==> src/rtl/pipe_pkg.sv <==
// Shared pipeline definitions: register-address width, writeback-select encodings
// and the execute-stage control bundle used by the ID/EX, EX/MEM and MEM/WB registers.
package pipe_pkg;

    localparam int REG_ADDR_W = 5;

    localparam logic [1:0] RESULT_SRC_ALU = 2'b00;
    localparam logic [1:0] RESULT_SRC_MEM = 2'b01;
    localparam logic [1:0] RESULT_SRC_PC4 = 2'b10;

    // ALU control is kept outside the struct because its width is a parameter of each stage.
    typedef struct packed {
        logic       valid;
        logic       reg_write;
        logic [1:0] result_src;
        logic       mem_write;
        logic       jump;
        logic       branch;
        logic       jalr_ctrl;
        logic       alu_src;
        logic [2:0] funct3;
    } ctrl_e_t;

    localparam int CTRL_E_W = $bits(ctrl_e_t);

endpackage

==> src/rtl/pipe_reg_en_clr.sv <==
// Generic pipeline flop bank: synchronous rst, then clear, then enable, in priority order.
// Latency 1 cycle; en_i=0 holds the stored value.
module pipe_reg_en_clr #(
    parameter int W = 8
) (
    input  logic         clk,
    input  logic         rst,
    input  logic         clr_i,
    input  logic         en_i,
    input  logic [W-1:0] d_i,
    output logic [W-1:0] q_o
);

    logic [W-1:0] data_q;
    logic [W-1:0] data_d;

    always_comb begin
        data_d = data_q;
        if (clr_i) begin
            data_d = '0;
        end else if (en_i) begin
            data_d = d_i;
        end
    end

    always_ff @(posedge clk) begin
        if (rst) begin
            data_q <= '0;
        end else begin
            data_q <= data_d;
        end
    end

    assign q_o = data_q;

endmodule

==> src/rtl/decode_execute_reg.sv <==
// ID/EX pipeline register, 1-cycle latency; StallE holds, FlushE loads a bubble (flush wins).
// ID_EX_PERF_CNT_EN builds a saturating bubble/stall counter; otherwise BubbleCountE is tied to 0.
module decode_execute_reg
    import pipe_pkg::*;
#(
    parameter int D_WIDTH       = 32,
    parameter int ALUCTRL_WIDTH = 4
) (
    input  logic                     clk,
    input  logic                     rst,
    input  logic                     StallE,
    input  logic                     FlushE,
    input  logic                     ValidD,
    input  logic                     RegWriteD,
    input  logic [1:0]               ResultSrcD,
    input  logic                     MemWriteD,
    input  logic                     JumpD,
    input  logic                     BranchD,
    input  logic                     JALRctrlD,
    input  logic                     ALUSrcD,
    input  logic [ALUCTRL_WIDTH-1:0] ALUControlD,
    input  logic [2:0]               funct3D,
    input  logic [D_WIDTH-1:0]       RD1D,
    input  logic [D_WIDTH-1:0]       RD2D,
    input  logic [D_WIDTH-1:0]       PCD,
    input  logic [D_WIDTH-1:0]       PCPlus4D,
    input  logic [D_WIDTH-1:0]       ImmExtD,
    input  logic [REG_ADDR_W-1:0]    Rs1D,
    input  logic [REG_ADDR_W-1:0]    Rs2D,
    input  logic [REG_ADDR_W-1:0]    RdD,
    output logic                     ValidE,
    output logic                     RegWriteE,
    output logic [1:0]               ResultSrcE,
    output logic                     MemWriteE,
    output logic                     JumpE,
    output logic                     BranchE,
    output logic                     JALRctrlE,
    output logic                     ALUSrcE,
    output logic [ALUCTRL_WIDTH-1:0] ALUControlE,
    output logic [2:0]               funct3E,
    output logic [D_WIDTH-1:0]       RD1E,
    output logic [D_WIDTH-1:0]       RD2E,
    output logic [D_WIDTH-1:0]       PCE,
    output logic [D_WIDTH-1:0]       PCPlus4E,
    output logic [D_WIDTH-1:0]       ImmExtE,
    output logic [REG_ADDR_W-1:0]    Rs1E,
    output logic [REG_ADDR_W-1:0]    Rs2E,
    output logic [REG_ADDR_W-1:0]    RdE,
    output logic [31:0]              BubbleCountE
);

    localparam int CTRL_W = CTRL_E_W + ALUCTRL_WIDTH;
    localparam int DATA_W = 5 * D_WIDTH + 3 * REG_ADDR_W;

    ctrl_e_t             ctrl_d;
    ctrl_e_t             ctrl_q;
    logic [CTRL_W-1:0]   ctrl_bus_q;
    logic [DATA_W-1:0]   data_bus_d;
    logic [DATA_W-1:0]   data_bus_q;
    logic                slot_live;

    // An invalid slot, or a write targeting x0, must never commit architectural state.
    assign slot_live = ValidD;

    always_comb begin
        ctrl_d            = '0;
        ctrl_d.valid      = ValidD;
        ctrl_d.reg_write  = RegWriteD & slot_live & (RdD != '0);
        ctrl_d.result_src = ResultSrcD;
        ctrl_d.mem_write  = MemWriteD & slot_live;
        ctrl_d.jump       = JumpD & slot_live;
        ctrl_d.branch     = BranchD & slot_live;
        ctrl_d.jalr_ctrl  = JALRctrlD;
        ctrl_d.alu_src    = ALUSrcD;
        ctrl_d.funct3     = funct3D;
    end

    assign data_bus_d = {RD1D, RD2D, PCD, PCPlus4D, ImmExtD, Rs1D, Rs2D, RdD};

    pipe_reg_en_clr #(.W(CTRL_W)) u_ctrl_reg (
        .clk   (clk),
        .rst   (rst),
        .clr_i (FlushE),
        .en_i  (~StallE),
        .d_i   ({ctrl_d, ALUControlD}),
        .q_o   (ctrl_bus_q)
    );

    pipe_reg_en_clr #(.W(DATA_W)) u_data_reg (
        .clk   (clk),
        .rst   (rst),
        .clr_i (FlushE),
        .en_i  (~StallE),
        .d_i   (data_bus_d),
        .q_o   (data_bus_q)
    );

    assign ctrl_q      = ctrl_bus_q[CTRL_W-1:ALUCTRL_WIDTH];
    assign ALUControlE = ctrl_bus_q[ALUCTRL_WIDTH-1:0];
    assign ValidE      = ctrl_q.valid;
    assign RegWriteE   = ctrl_q.reg_write;
    assign ResultSrcE  = ctrl_q.result_src;
    assign MemWriteE   = ctrl_q.mem_write;
    assign JumpE       = ctrl_q.jump;
    assign BranchE     = ctrl_q.branch;
    assign JALRctrlE   = ctrl_q.jalr_ctrl;
    assign ALUSrcE     = ctrl_q.alu_src;
    assign funct3E     = ctrl_q.funct3;

    assign {RD1E, RD2E, PCE, PCPlus4E, ImmExtE, Rs1E, Rs2E, RdE} = data_bus_q;

`ifdef ID_EX_PERF_CNT_EN
    logic [31:0] bubble_cnt_q;
    logic [31:0] bubble_cnt_d;

    always_comb begin
        bubble_cnt_d = bubble_cnt_q;
        if ((FlushE || StallE) && (bubble_cnt_q != 32'hFFFF_FFFF)) begin
            bubble_cnt_d = bubble_cnt_q + 32'd1;
        end
    end

    always_ff @(posedge clk) begin
        if (rst) begin
            bubble_cnt_q <= '0;
        end else begin
            bubble_cnt_q <= bubble_cnt_d;
        end
    end

    assign BubbleCountE = bubble_cnt_q;
`else
    assign BubbleCountE = '0;
`endif

endmodule

==> config.mk <==
export PLATFORM = sky130hd
export DESIGN_NAME = decode_execute_reg
export DESIGN_NICKNAME = d
export VERILOG_FILES = /design/src/rtl/pipe_pkg.sv /design/src/rtl/pipe_reg_en_clr.sv /design/src/rtl/decode_execute_reg.sv
export SDC_FILE = /design/constraint.sdc
export NUM_CORES = 1
export LEC_CHECK = 0
export BUFFER_PORTS_ARGS = -buffer_cell sky130_fd_sc_hd__buf_2
export CELL_PAD_IN_SITES_DETAIL_PLACEMENT = 1
export CELL_PAD_IN_SITES_GLOBAL_PLACEMENT = 2
export CORE_UTILIZATION = 25
export DETAILED_ROUTE_END_ITERATION = 7
export PLACE_DENSITY = 0.91
export SLEW_MARGIN = 25
export SYNTH_ARGS = -nofsm -noshare
export SYNTH_HDL_FRONTEND = slang
export SYNTH_SLANG_ARGS = --single-unit
==> constraint.sdc <==
create_clock -name clk -period 2.15 [get_ports clk]
set_clock_uncertainty 0.2 [all_clocks]
set_input_delay 0.5375 -clock clk [delete_from_list [all_inputs] [get_ports clk]]
set_output_delay 0.5375 -clock clk [all_outputs]
set_load 0.005 [all_outputs]
# Word level (Yosys, flattened, before mapping)
# Index checks and enable logic that the tools add are counted.
[totals]
register_bits = 191
latch_bits = 0
mem_bits_rw = 0
mem_bits_ro = 0
inputBits = 195
elab_cells = 9
mem_count = 0
[classes]
add_sub_neg = 0
multipliers = 0
div_mod_pow = 0
magnitude_cmp = 0
eq_ne = 0
shift = 0
n_mux = 0
bitwise_logic = 5
reduce_logical = 2
[ops]
columns = ["op", "n"]
rows = [
  ["$and 1x1->1", 5],
  ["$reduce_bool 5->1", 1],
  ["$reduce_or 2->1", 1],
]

# Longest topological paths before layout
# Gate-level depths: netlist of run 1.
[logic_depth]
ltp_word = 2
depth_mapped = 5

# Hierarchy
# Synthesis of run 1 repeated with hierarchy kept, for this count alone.
[hier_totals]
cells_unflattened = 658
hier_area_um2 = 7203.2
[modules_own_cells]
columns = ["mod", "instances", "cells_per_inst", "area_each_um2"]
rows = [
  ["pipe_reg_en_clr (u_data_reg)", 1, 566, 6338.6],
  ["pipe_reg_en_clr (u_ctrl_reg)", 1, 53, 581.8],
  ["decode_execute_reg", 1, 39, 282.8],
]

# Worst setup path after synthesis of run 1
# Ideal clock, no wire load.
[synth_timing]
path_type = "in2reg"
from = "input port RdD[1]"
to = "register u_ctrl_reg.data_q[14], in the netlist u_ctrl_reg.q_o[14]"
setup_ps = 121
arrival_time_ps = 1267
setup_slack_ps = 562
stages = 3
path_buffers = 0
path_cell_list = "or4_1 > o2111ai_1 > nand2_1"
[synth_between]
elab_chain_len = 2
[synth_lines]
columns = ["item", "line", "text"]
rows = [
  ["start, declared", "decode_execute_reg.sv:30", "input logic [REG_ADDR_W-1:0] RdD,"],
  ["$reduce_bool 5->1", "decode_execute_reg.sv:68", "ctrl_d.reg_write = RegWriteD & slot_live & (RdD != '0);"],
  ["$and 1x1->1", "decode_execute_reg.sv:68", ""],
  ["end signal, assigned", "pipe_reg_en_clr.sv:30", "data_q <= data_d;"],
  ["end, declared", "pipe_reg_en_clr.sv:14", "logic [W-1:0] data_q;"],
]
# No other way between the ends.
# A chain may end at the register's enable or synchronous reset.

# Final worst setup path of run 1
[layout_timing]
from = "register u_data_reg.data_q[1], in the netlist u_data_reg.q_o[1]"
to = "output port RdE[1]"
[layout_lines]
columns = ["item", "line", "text"]
rows = [
  ["start, declared", "pipe_reg_en_clr.sv:14", ""],
  ["start signal, assigned", "pipe_reg_en_clr.sv:30", ""],
  ["end, declared", "decode_execute_reg.sv:48", "output logic [REG_ADDR_W-1:0] RdE,"],
]
# No word-level cell between the ends.

==> out/qor.yml, run 1 <==
outcome:
  outcome: "finished, final reports clean"
clock_network:
  cts_resized: 0
  cts_buffers: 17
  clockBufferDepth: 2
  clock_sinks: 191
  cts_root_buffer: "clkbuf_16"
  cts.hold.buffers_added: 0
  clk_pin_slew_ns: 0.08
  cts_tree: "built"
  cts_max_level: 4
  clock_latency_ns: 0.42
  postCtsSetupBuffers: 0
sta:
  fmax_mhz: 583.4
  hold_viol: 0
  setup_tns_ns: 0
  rsz0062_at_grt: "false"
  post-route-period-util: 0.7972
  setup_slack_ns: 0.4360
  setup_viol: 0
  slew_violations: 0
  period_minus_slack_ns: 1.714
finish:
  diodes: 0
  area_growth_syn_to_layout_pct: 39.78
  drive_above_1_share: 0.4168
  fin_nets: 1229
  final_cells: 1424
  fin_area_sq_mm: 0.009887
logic_synthesis:
  yosysSeqAreaShare: 0.5406
  ys_top_cells_by_area: "dfxtp_1, mux2i_1, nor2_1"
  synth_warnings: 0
  synth_fa_ha_area_frac: 0
  yosysUniqueCellTypes: 16
  synth_top_family_by_area: "multiplexers"
  synth_mux_area_frac: 0.2632
  avgSynthCellArea_sq_um: 10.82
  synth-compound-area-share: 0.005130
  synthCells: 654
  synth_top_area_frac: 0.5406
  synth_xor_area_frac: 0
  yosys.area_share.simple: 0.1054
  ys_ff_latch: 191
  syn_area_sq_mm: 0.007073
  synth_top_cell_by_area: "dfxtp_1"
route:
  drt-total-wl_mm: 21.24
  firstDrtPassIters: 4
  routed_via_density: 4.124
  avgRoutedWirePerCell_um: 14.92
  drtIter0Drc: 158
  drtAntennaViolNets: 0
  num_vias: 5872
  drc: 0
global_route:
  grt_start_max_net_pins: 54
  grt.total_usage: 0.1410
  grt_remaining_overflow: 0
  grt_pass1_wl_mm: 31.23
  grt_pass1_vias: 5932
  antenna_found_initial: 1
placement:
  place_inst: 1393
  io_buffers: 385
  place_ws_ns: 0.3250
  place_hpwl_mm: 16.21
  place_area_sq_mm: 0.009250
  routabilityCongestion: 0.7200
worst_setup_path:
  criticalPathCategory: "register to output port"
  slowest_delay_ns: 0.41
  slowest_stage: "dfxtp_1"
  startpoint_type: "register"
  arrival_ns: 0.98
  cp_top_family: "flip-flops"
  required_ns: 1.41
  cp-end-kind: "output port"
  cp_max_fo: 2
  crit_path_cell_trace: "buf_2"
  cp_num_buf_inv: 1
die:
  die_w_um: 170.2
  die_area_sq_mm: 0.02897
  ioPinCount: 418
  die_height_um: 170.2
  start_util: 0.2546
  rows: 61
  fp.coreArea_sq_mm: 0.02778
pwr:
  p_leak_nw: 5.259
  power_density_mw_per_mm2: 807.5
  ir_drop_mv: 0.4547
worst_hold_path:
  hold_path_class: "input port to register"
job:
  cap_viol_max_count: 0
-- synthesized netlist by cell type --
master / instances
buf_4: 45
nor2b_1: 1
or2_1: 1
a22oi_1: 3
o2111ai_1: 1
nor2_1: 191
clkbuf_1: 9
conb_1: 1
nand3_1: 1
buf_2: 1
dfxtp_1: 191
a21oi_1: 1
or4_1: 1
nand2_1: 1
buf_6: 20
mux2i_1: 186
-- report_power, final --
group          internal (W)  total, W  switching, W
clock network       0.00202   0.00347       0.00145
registers           0.00365   0.00371     0.0000578
logic              0.000416  0.000803      0.000387
total               0.00609   0.00798       0.00189
-- final timing paths --
check / slack, ns / cells after the start / to / start
worst max-delay path: 0.44 / 1 / RdE[1] / u_data_reg.q_o[1]
worst max register to register: 1.25 / 2 / u_data_reg.q_o[118] / u_data_reg.q_o[118]
worst min-delay path: 0.14 / 3 / u_data_reg.q_o[49] / PCPlus4D[2]
worst min register to register: 0.29 / 2 / u_data_reg.q_o[17] / u_data_reg.q_o[17]
-- cells by family (layout without fill, tap and decap cells) --
kind of cell	after synthesis	in the layout
and+or+nand+nor	196	196
buffers and inverters	75	436
DFF	191	191
muxes	186	186
AOI/OAI and AO/OA	5	5
other	1	32
-- cells in the final DEF (no fill, tap or decap) --
cell,instances
nor2b_1,1
a22oi_1,3
mux2i_1,186
buf_4,12
buf_8,1
or4_1,1
or2_4,1
nand3_1,1
clkinv_4,4
o2111ai_1,1
clkinvlp_4,1
buf_2,384
nand2_1,1
dfxtp_1,191
conb_1,32
nor2_1,191
clkbuf_8,2
buf_12,8
a21oi_1,1
clkbuf_16,17
bufinv_16,4
clkbuf_1,1
inv_6,2
-- layout make-up --
| type | count | area [sq um] |
|---|---|---|
| clock buffer | 20 | 456.7 |
| fill | 3308 | 17890 |
| sequential | 191 | 3824 |
| tap | 378 | 473.0 |
| clock inverter | 11 | 180.2 |
| timing repair buffer | 405 | 2187 |
| multi-input combinational | 419 | 2766 |
-- registers in the layout, summed over array words and instances (netlist names) --
signal	cells
u_data_reg.q_o	175
u_ctrl_reg.q_o	16
-- per-stage QoR --
stage	hold slack [ns]	utilization	power (W)
after global routing	0.1263	0.3559	0.008345
after floorplan	0.2637	-	0.004264
after detailed placement	0.2758	0.3330	0.004610
final	0.1396	0.3559	0.007984
after CTS	0.1122	0.3559	0.008129
after global placement	0.2676	0.3330	0.004588
-- routing by layer --
| layer | track usage | vias to the layer above | wire length (um) |
|---|---|---|---|
| met1 | 0.1444 | 2737 | 8134 |
| met3 | 0.05326 | 17 | 2052 |
| met5 | 0 | - | 13 |
| met4 | 0.04661 | 2 | 288 |
| met2 | 0.2616 | 267 | 10750 |
| li1 | - | 2849 | - |
No activity file was read; power rests on OpenSTA's default activity.
==> run 2, diff against run 1 <==
--- a/config.mk
+++ b/config.mk
@@ -5,12 +5,13 @@
 export SDC_FILE = /design/constraint.sdc
 export NUM_CORES = 1
 export LEC_CHECK = 0
+export ABC_AREA = 1
 export BUFFER_PORTS_ARGS = -buffer_cell sky130_fd_sc_hd__buf_2
 export CELL_PAD_IN_SITES_DETAIL_PLACEMENT = 1
 export CELL_PAD_IN_SITES_GLOBAL_PLACEMENT = 2
-export CORE_UTILIZATION = 25
+export CORE_UTILIZATION = 22
 export DETAILED_ROUTE_END_ITERATION = 7
-export PLACE_DENSITY = 0.91
+export PLACE_DENSITY = 0.89
 export SLEW_MARGIN = 25
 export SYNTH_ARGS = -nofsm -noshare
 export SYNTH_HDL_FRONTEND = slang
==> constraint.sdc (replaced) <==
create_clock -name clk -period 1.65 [get_ports clk]
set_clock_uncertainty 0.2 [all_clocks]
set_input_delay 0.4125 -clock clk [delete_from_list [all_inputs] [get_ports clk]]
set_output_delay 0.4125 -clock clk [all_outputs]
set_load 0.005 [all_outputs]
==> out/qor.yml, run 2 <==
logic_synthesis:
  yosysMostFrequentCell: "nand2_1"
  ys_top_cells_by_area: "dfxtp_1, nand2_1, a21oi_1"
  syn_area_sq_mm: 0.006869
  synth_ff_type: "dfxtp_1"
  ys_ff_latch: 191
  synth_xor_area_frac: 0
  synth_top_family_by_area: "simple AND/OR/NAND/NOR gates"
  yosysUniqueCellTypes: 14
  async_flop_share: 0
  avgSynthCellArea_sq_um: 7.923
  yosysSeqAreaShare: 0.5566
  synth-edff-count: 0
  synth_fa_ha_area_frac: 0
  synth_mux_area_frac: 0
  synth_top_cell_by_area: "dfxtp_1"
  synth_top_area_frac: 0.5566
  synth-compound-area-share: 0.1395
  synth_warnings: 0
  synthCells: 867
  synth_commonest_cells: "nand2_1, dfxtp_1, a21oi_1"
  yosys.area_share.simple: 0.2115
die:
  die_area_sq_mm: 0.03193
  ioPinCount: 418
  start_util: 0.2240
  rows: 64
  fp.coreArea_sq_mm: 0.03067
  die_height_um: 178.7
  die_w_um: 178.7
finish:
  largest_register_ffs: 175
  layout_commonest_cell: "buf_2"
  drive_above_1_share: 0.3146
  area_growth_syn_to_layout_pct: 59.53
  nFillCells: 3730
  layout_common_cells: "buf_2, nand2_1, a21oi_1, dfxtp_1, dlygate4sd3_1"
  fin_nets: 1552
clock_network:
  postCtsSetupBuffers: 0
  clock_sinks: 191
  cts_root_buffer: "clkbuf_16"
  clock_latency_ns: 0.43
  cts_tree: "built"
  clk_pin_slew_ns: 0.07
  cts_max_level: 4
  cts_buffers: 17
  clockBufferDepth: 2
worst_setup_path:
  cp-end-kind: "output port"
  cp_num_buf_inv: 1
  r2r_cells: 2
  crit_path_cell_trace: "buf_2"
  cp_top_family: "flip-flops"
  slowest_delay_ns: 0.38
  slowest_stage: "dfxtp_1"
  required_ns: 1.04
  arrival_ns: 0.95
  criticalPathCategory: "register to output port"
  reg2reg_setup_slack_ns: 0.73
  startpoint_type: "register"
  r2r-end: "u_data_reg.q_o[25]"
  r2r_start: "u_data_reg.q_o[25]"
  cp_max_fo: 2
  startpoint: "u_data_reg.q_o[143]"
route:
  drtIter0Drc: 229
  firstDrtPassIters: 4
  routed_via_density: 4.233
  avgRoutedWirePerCell_um: 14.47
  drt-total-wl_mm: 25.57
  num_vias: 7479
  drtAntennaViolNets: 0
  drc: 0
sta:
  hold_viol: 0
  slew_violations: 0
  post-route-period-util: 0.9482
  setup_tns_ns: 0
  rsz0062_at_grt: "false"
  setup_viol: 0
  fmax_mhz: 639.2
  period_minus_slack_ns: 1.564
worst_hold_path:
  hold_start: "ImmExtD[26]"
  worstHoldPathCells: 3
  min_to: "u_data_reg.q_o[41]"
  hold_path_class: "input port to register"
placement:
  io_buffers: 385
  place_hpwl_mm: 16.51
  routabilityCongestion: 0.7487
global_route:
  met2_usage: 0.2752
  use_met3: 0.06064
  grt.total_usage: 0.1520
  grt_pass1_vias: 7523
  grt.busiest_layer: "met2"
  antenna_found_initial: 1
  grt_remaining_overflow: 0
  grt_start_max_net_pins: 83
  grt_use_met1: 0.1571
  grt_pass1_wl_mm: 37.92
job:
  cap_viol_max_count: 0
pwr:
  ir_drop_mv: 0.5994
  power_density_mw_per_mm2: 931.3
  total_power_w: 0.01021
  p_leak_nw: 5.161
outcome:
  outcome: "finished, final reports clean"
==> run 2: cell count changes after synthesis, sizes merged, moves of 3 or more <==
cell,before,now
a22oi,3,0
buf,66,87
nor2,191,4
mux2i,186,0
inv,0,4
a21oi,1,190
nand2,1,380
==> run 2: final cells by class <==
type / count / area [sq um] / area share
tap: 396 / 495.5 / 0.04522
antenna: 1 / 2.502 / 0.0002284
timing repair buffer: 534 / 3505 / 0.3198
clock buffer: 20 / 446.7 / 0.04076
multi-input combinational: 609 / 2534 / 0.2312
clock inverter: 12 / 130.1 / 0.01187
sequential: 191 / 3825 / 0.3491
inverter: 4 / 20.02 / 0.001827
==> run 2: how the worst max path moves through the flow <==
stage | depth (start not counted) | endpoint | slack, ns
6_report | 1 | RD1E[0] | 0.09
5_1_grt | 1 | RD1E[0] | 0.007
4_1_cts | 1 | RD1E[0] | 0.02
3_5_place_dp | 4 | u_data_reg.q_o[153] | 0.14
3_3_place_gp | 4 | u_data_reg.q_o[135] | 0.16
2_1_floorplan | 4 | u_ctrl_reg.q_o[0] | 0.32
==> run 2: kinds of logic after synthesis <==
family / count (synthesis)
AND/OR/NAND/NOR: 386
AO/OA/AOI/OAI: 191
flip-flops: 191
buffers and inverters: 98
other: 1
==> run 2: what timing repair did <==
action / 4_1_cts / 5_1_grt
hold buffers: 134 / 2
endpoints found under the setup margin: 1 / 0
hold endpoints to repair: 134 / 2
gates resized for setup: 1 / 0
==> run 2: layer usage <==
| metal | wire length [um] | part of all wire | up-vias |
|---|---|---|---|
| met4 | 510 | 0.020 | 2 |
| met5 | 13 | 0.00051 | - |
| met2 | 12720 | 0.50 | 303 |
| li1 | - | - | 3673 |
| met3 | 2236 | 0.087 | 36 |
| met1 | 10090 | 0.39 | 3465 |
==> run 2: where the power goes <==
| group | switching (W) | total (W) | leakage, nW | internal, W |
|---|---|---|---|---|
| combinational | 0.000592 | 0.00122 | 3.32 | 0.000627 |
| clock | 0.00187 | 0.00416 | 0.281 | 0.00229 |
| sequential | 0.0000724 | 0.00483 | 1.56 | 0.00475 |
| total | 0.00254 | 0.0102 | 5.16 | 0.00767 |
==> run 2: through the flow <==
step	worst slack, ns	std cells	instance area [sq um]	util	hold slack (ns)
finish	0.08550	1767	10960	0.3573	0.03297
global placement	0.1644	1598	9016	0.2940	0.2394
floorplan	0.3188	898	6985	-	0.2527
detailed placement	0.1412	1598	9016	0.2940	0.2532
global route	0.006625	1766	10960	0.3572	0.002136
CTS	0.02478	1764	10940	0.3566	0.0001602
==> run 3, diff against run 2 <==
==> constraint.sdc (replaced) <==
create_clock -name clk -period 1.6 [get_ports clk]
set_clock_uncertainty 0.2 [all_clocks]
set_input_delay 0.4 -clock clk [delete_from_list [all_inputs] [get_ports clk]]
set_output_delay 0.4 -clock clk [all_outputs]
set_load 0.005 [all_outputs]
==> out/qor.yml, run 3 (synthesis results as in run 2) <==
route:
  drtAntennaViolNets: 0
  num_vias: 7700
  drc: 0
  drt-total-wl_mm: 27.47
  drtIter0Drc: 228
  firstDrtPassIters: 5
  highest_layer: "met4"
  routed_via_density: 4.268
  avgRoutedWirePerCell_um: 15.23
  met3_length_mm: 2.390
  met2WireLength_mm: 13.73
  drt-met1-wl_mm: 10.53
pwr:
  power_density_mw_per_mm2: 969.0
  p_leak_nw: 5.342
  ir_drop_mv: 0.6590
finish:
  area_growth_syn_to_layout_pct: 65.77
  layout_commonest_cell: "buf_2"
  largest_register_ffs: 175
  nFillCells: 3718
  fin_nets: 1588
  drive_above_1_share: 0.3122
  layout_common_cells: "buf_2, nand2_1, a21oi_1"
die:
  rows: 64
  start_util: 0.2240
  fp.coreArea_sq_mm: 0.03067
  die_area_sq_mm: 0.03193
  die_w_um: 178.7
  ioPinCount: 418
  die_height_um: 178.7
worst_setup_path:
  startpoint_type: "register"
  required_ns: 1.00
  slowest_stage: "dfxtp_1"
  arrival_ns: 0.93
  cp-end-kind: "output port"
  crit_path_cell_trace: "buf_2"
  cp_top_family: "flip-flops"
  criticalPathCategory: "register to output port"
  cp_num_buf_inv: 1
  cp_max_fo: 2
  slowest_delay_ns: 0.36
placement:
  place_ws_ns: 0.1038
  place_hpwl_mm: 16.63
  routabilityCongestion: 0.7426
  io_buffers: 385
global_route:
  grt_remaining_overflow: 0
  grt_start_max_net_pins: 83
  grt_pass1_wl_mm: 40.99
  grt.total_usage: 0.1648
  grt_pass1_vias: 8078
  antenna_found_initial: 1
sta:
  hold_viol: 0
  slew_violations: 0
  hold_slack_ns: 0.02800
  setup_slack_ns: 0.06840
  post-route-period-util: 0.9572
  setup_viol: 0
  period_minus_slack_ns: 1.532
  rsz0062_at_grt: "false"
  setup_tns_ns: 0
  fmax_mhz: 652.9
clock_network:
  clk_pin_slew_ns: 0.07
  cts_tree: "built"
  cts_root_buffer: "clkbuf_16"
  clockBufferDepth: 2
  postCtsSetupBuffers: 0
  cts_buffers: 17
  clock_latency_ns: 0.44
  cts_max_level: 4
  clock_sinks: 191
outcome:
  outcome: "finished, final reports clean"
job:
  cap_viol_max_count: 0
worst_hold_path:
  hold_path_class: "input port to register"
run 3: cell count changes in the layout (fill, tap and decap cells not counted), sizes merged:
cell	change
clkinv	-2
bufinv	+2
buf	+1
diode	+1
dlygate4sd3	+35
clkbuf	+1
clkinvlp	-1
run 3: stage by stage:
stage / area (sq um) / utilization / instances / power (W)
after floorplan: 6985 / - / 898 / 0.005597
after global placement: 9024 / 0.2942 / 1599 / 0.006053
after detailed placement: 9024 / 0.2942 / 1599 / 0.006074
after CTS: 11370 / 0.3709 / 1802 / 0.01118
after global routing: 11380 / 0.3712 / 1803 / 0.01153
final: 11390 / 0.3713 / 1804 / 0.01103
run 3: what timing repair did:
item | in CTS | in global routing
hold endpoints to repair | 171 | 0
hold buffers | 171 | 0
endpoints found under the setup margin | 2 | 6
gates resized for setup | 2 | 6
run 3: cell type report:
type | count | area (sq um) | share of cell area
sequential | 191 | 3834 | 0.3367
antenna | 2 | 5.005 | 0.0004395
multi-input combinational | 609 | 2534 | 0.2225
tap | 396 | 495.5 | 0.04351
timing repair buffer | 570 | 3862 | 0.3392
inverter | 4 | 20.02 | 0.001758
clock buffer | 21 | 460.4 | 0.04044
clock inverter | 11 | 176.4 | 0.01549
run 3: path summary, 6_finish.rpt:
| check | endpoint | cells past startpoint | start | slack (ns) |
|---|---|---|---|---|
| setup / recovery | RD1E[15] | 1 | u_data_reg.q_o[158] | 0.07 |
| hold reg to reg | u_ctrl_reg.q_o[8] | 2 | u_ctrl_reg.q_o[8] | 0.26 |
| hold / removal | u_data_reg.q_o[53] | 3 | PCPlus4D[6] | 0.03 |
| setup reg to reg | u_data_reg.q_o[121] | 2 | u_data_reg.q_o[121] | 0.62 |
run 3: per-layer routing:
layer,GRT usage,up-vias
met5,0,-
met4,0.06956,0
met3,0.06277,48
met2,0.2965,327
met1,0.1697,3574
li1,-,3751
run 3: power by group:
group          switching [W]  internal, W  total [W]
sequential         0.0000776      0.00490    0.00498
combinational       0.000644     0.000705    0.00135
clock                0.00198      0.00273    0.00470
total                0.00270      0.00833     0.0110
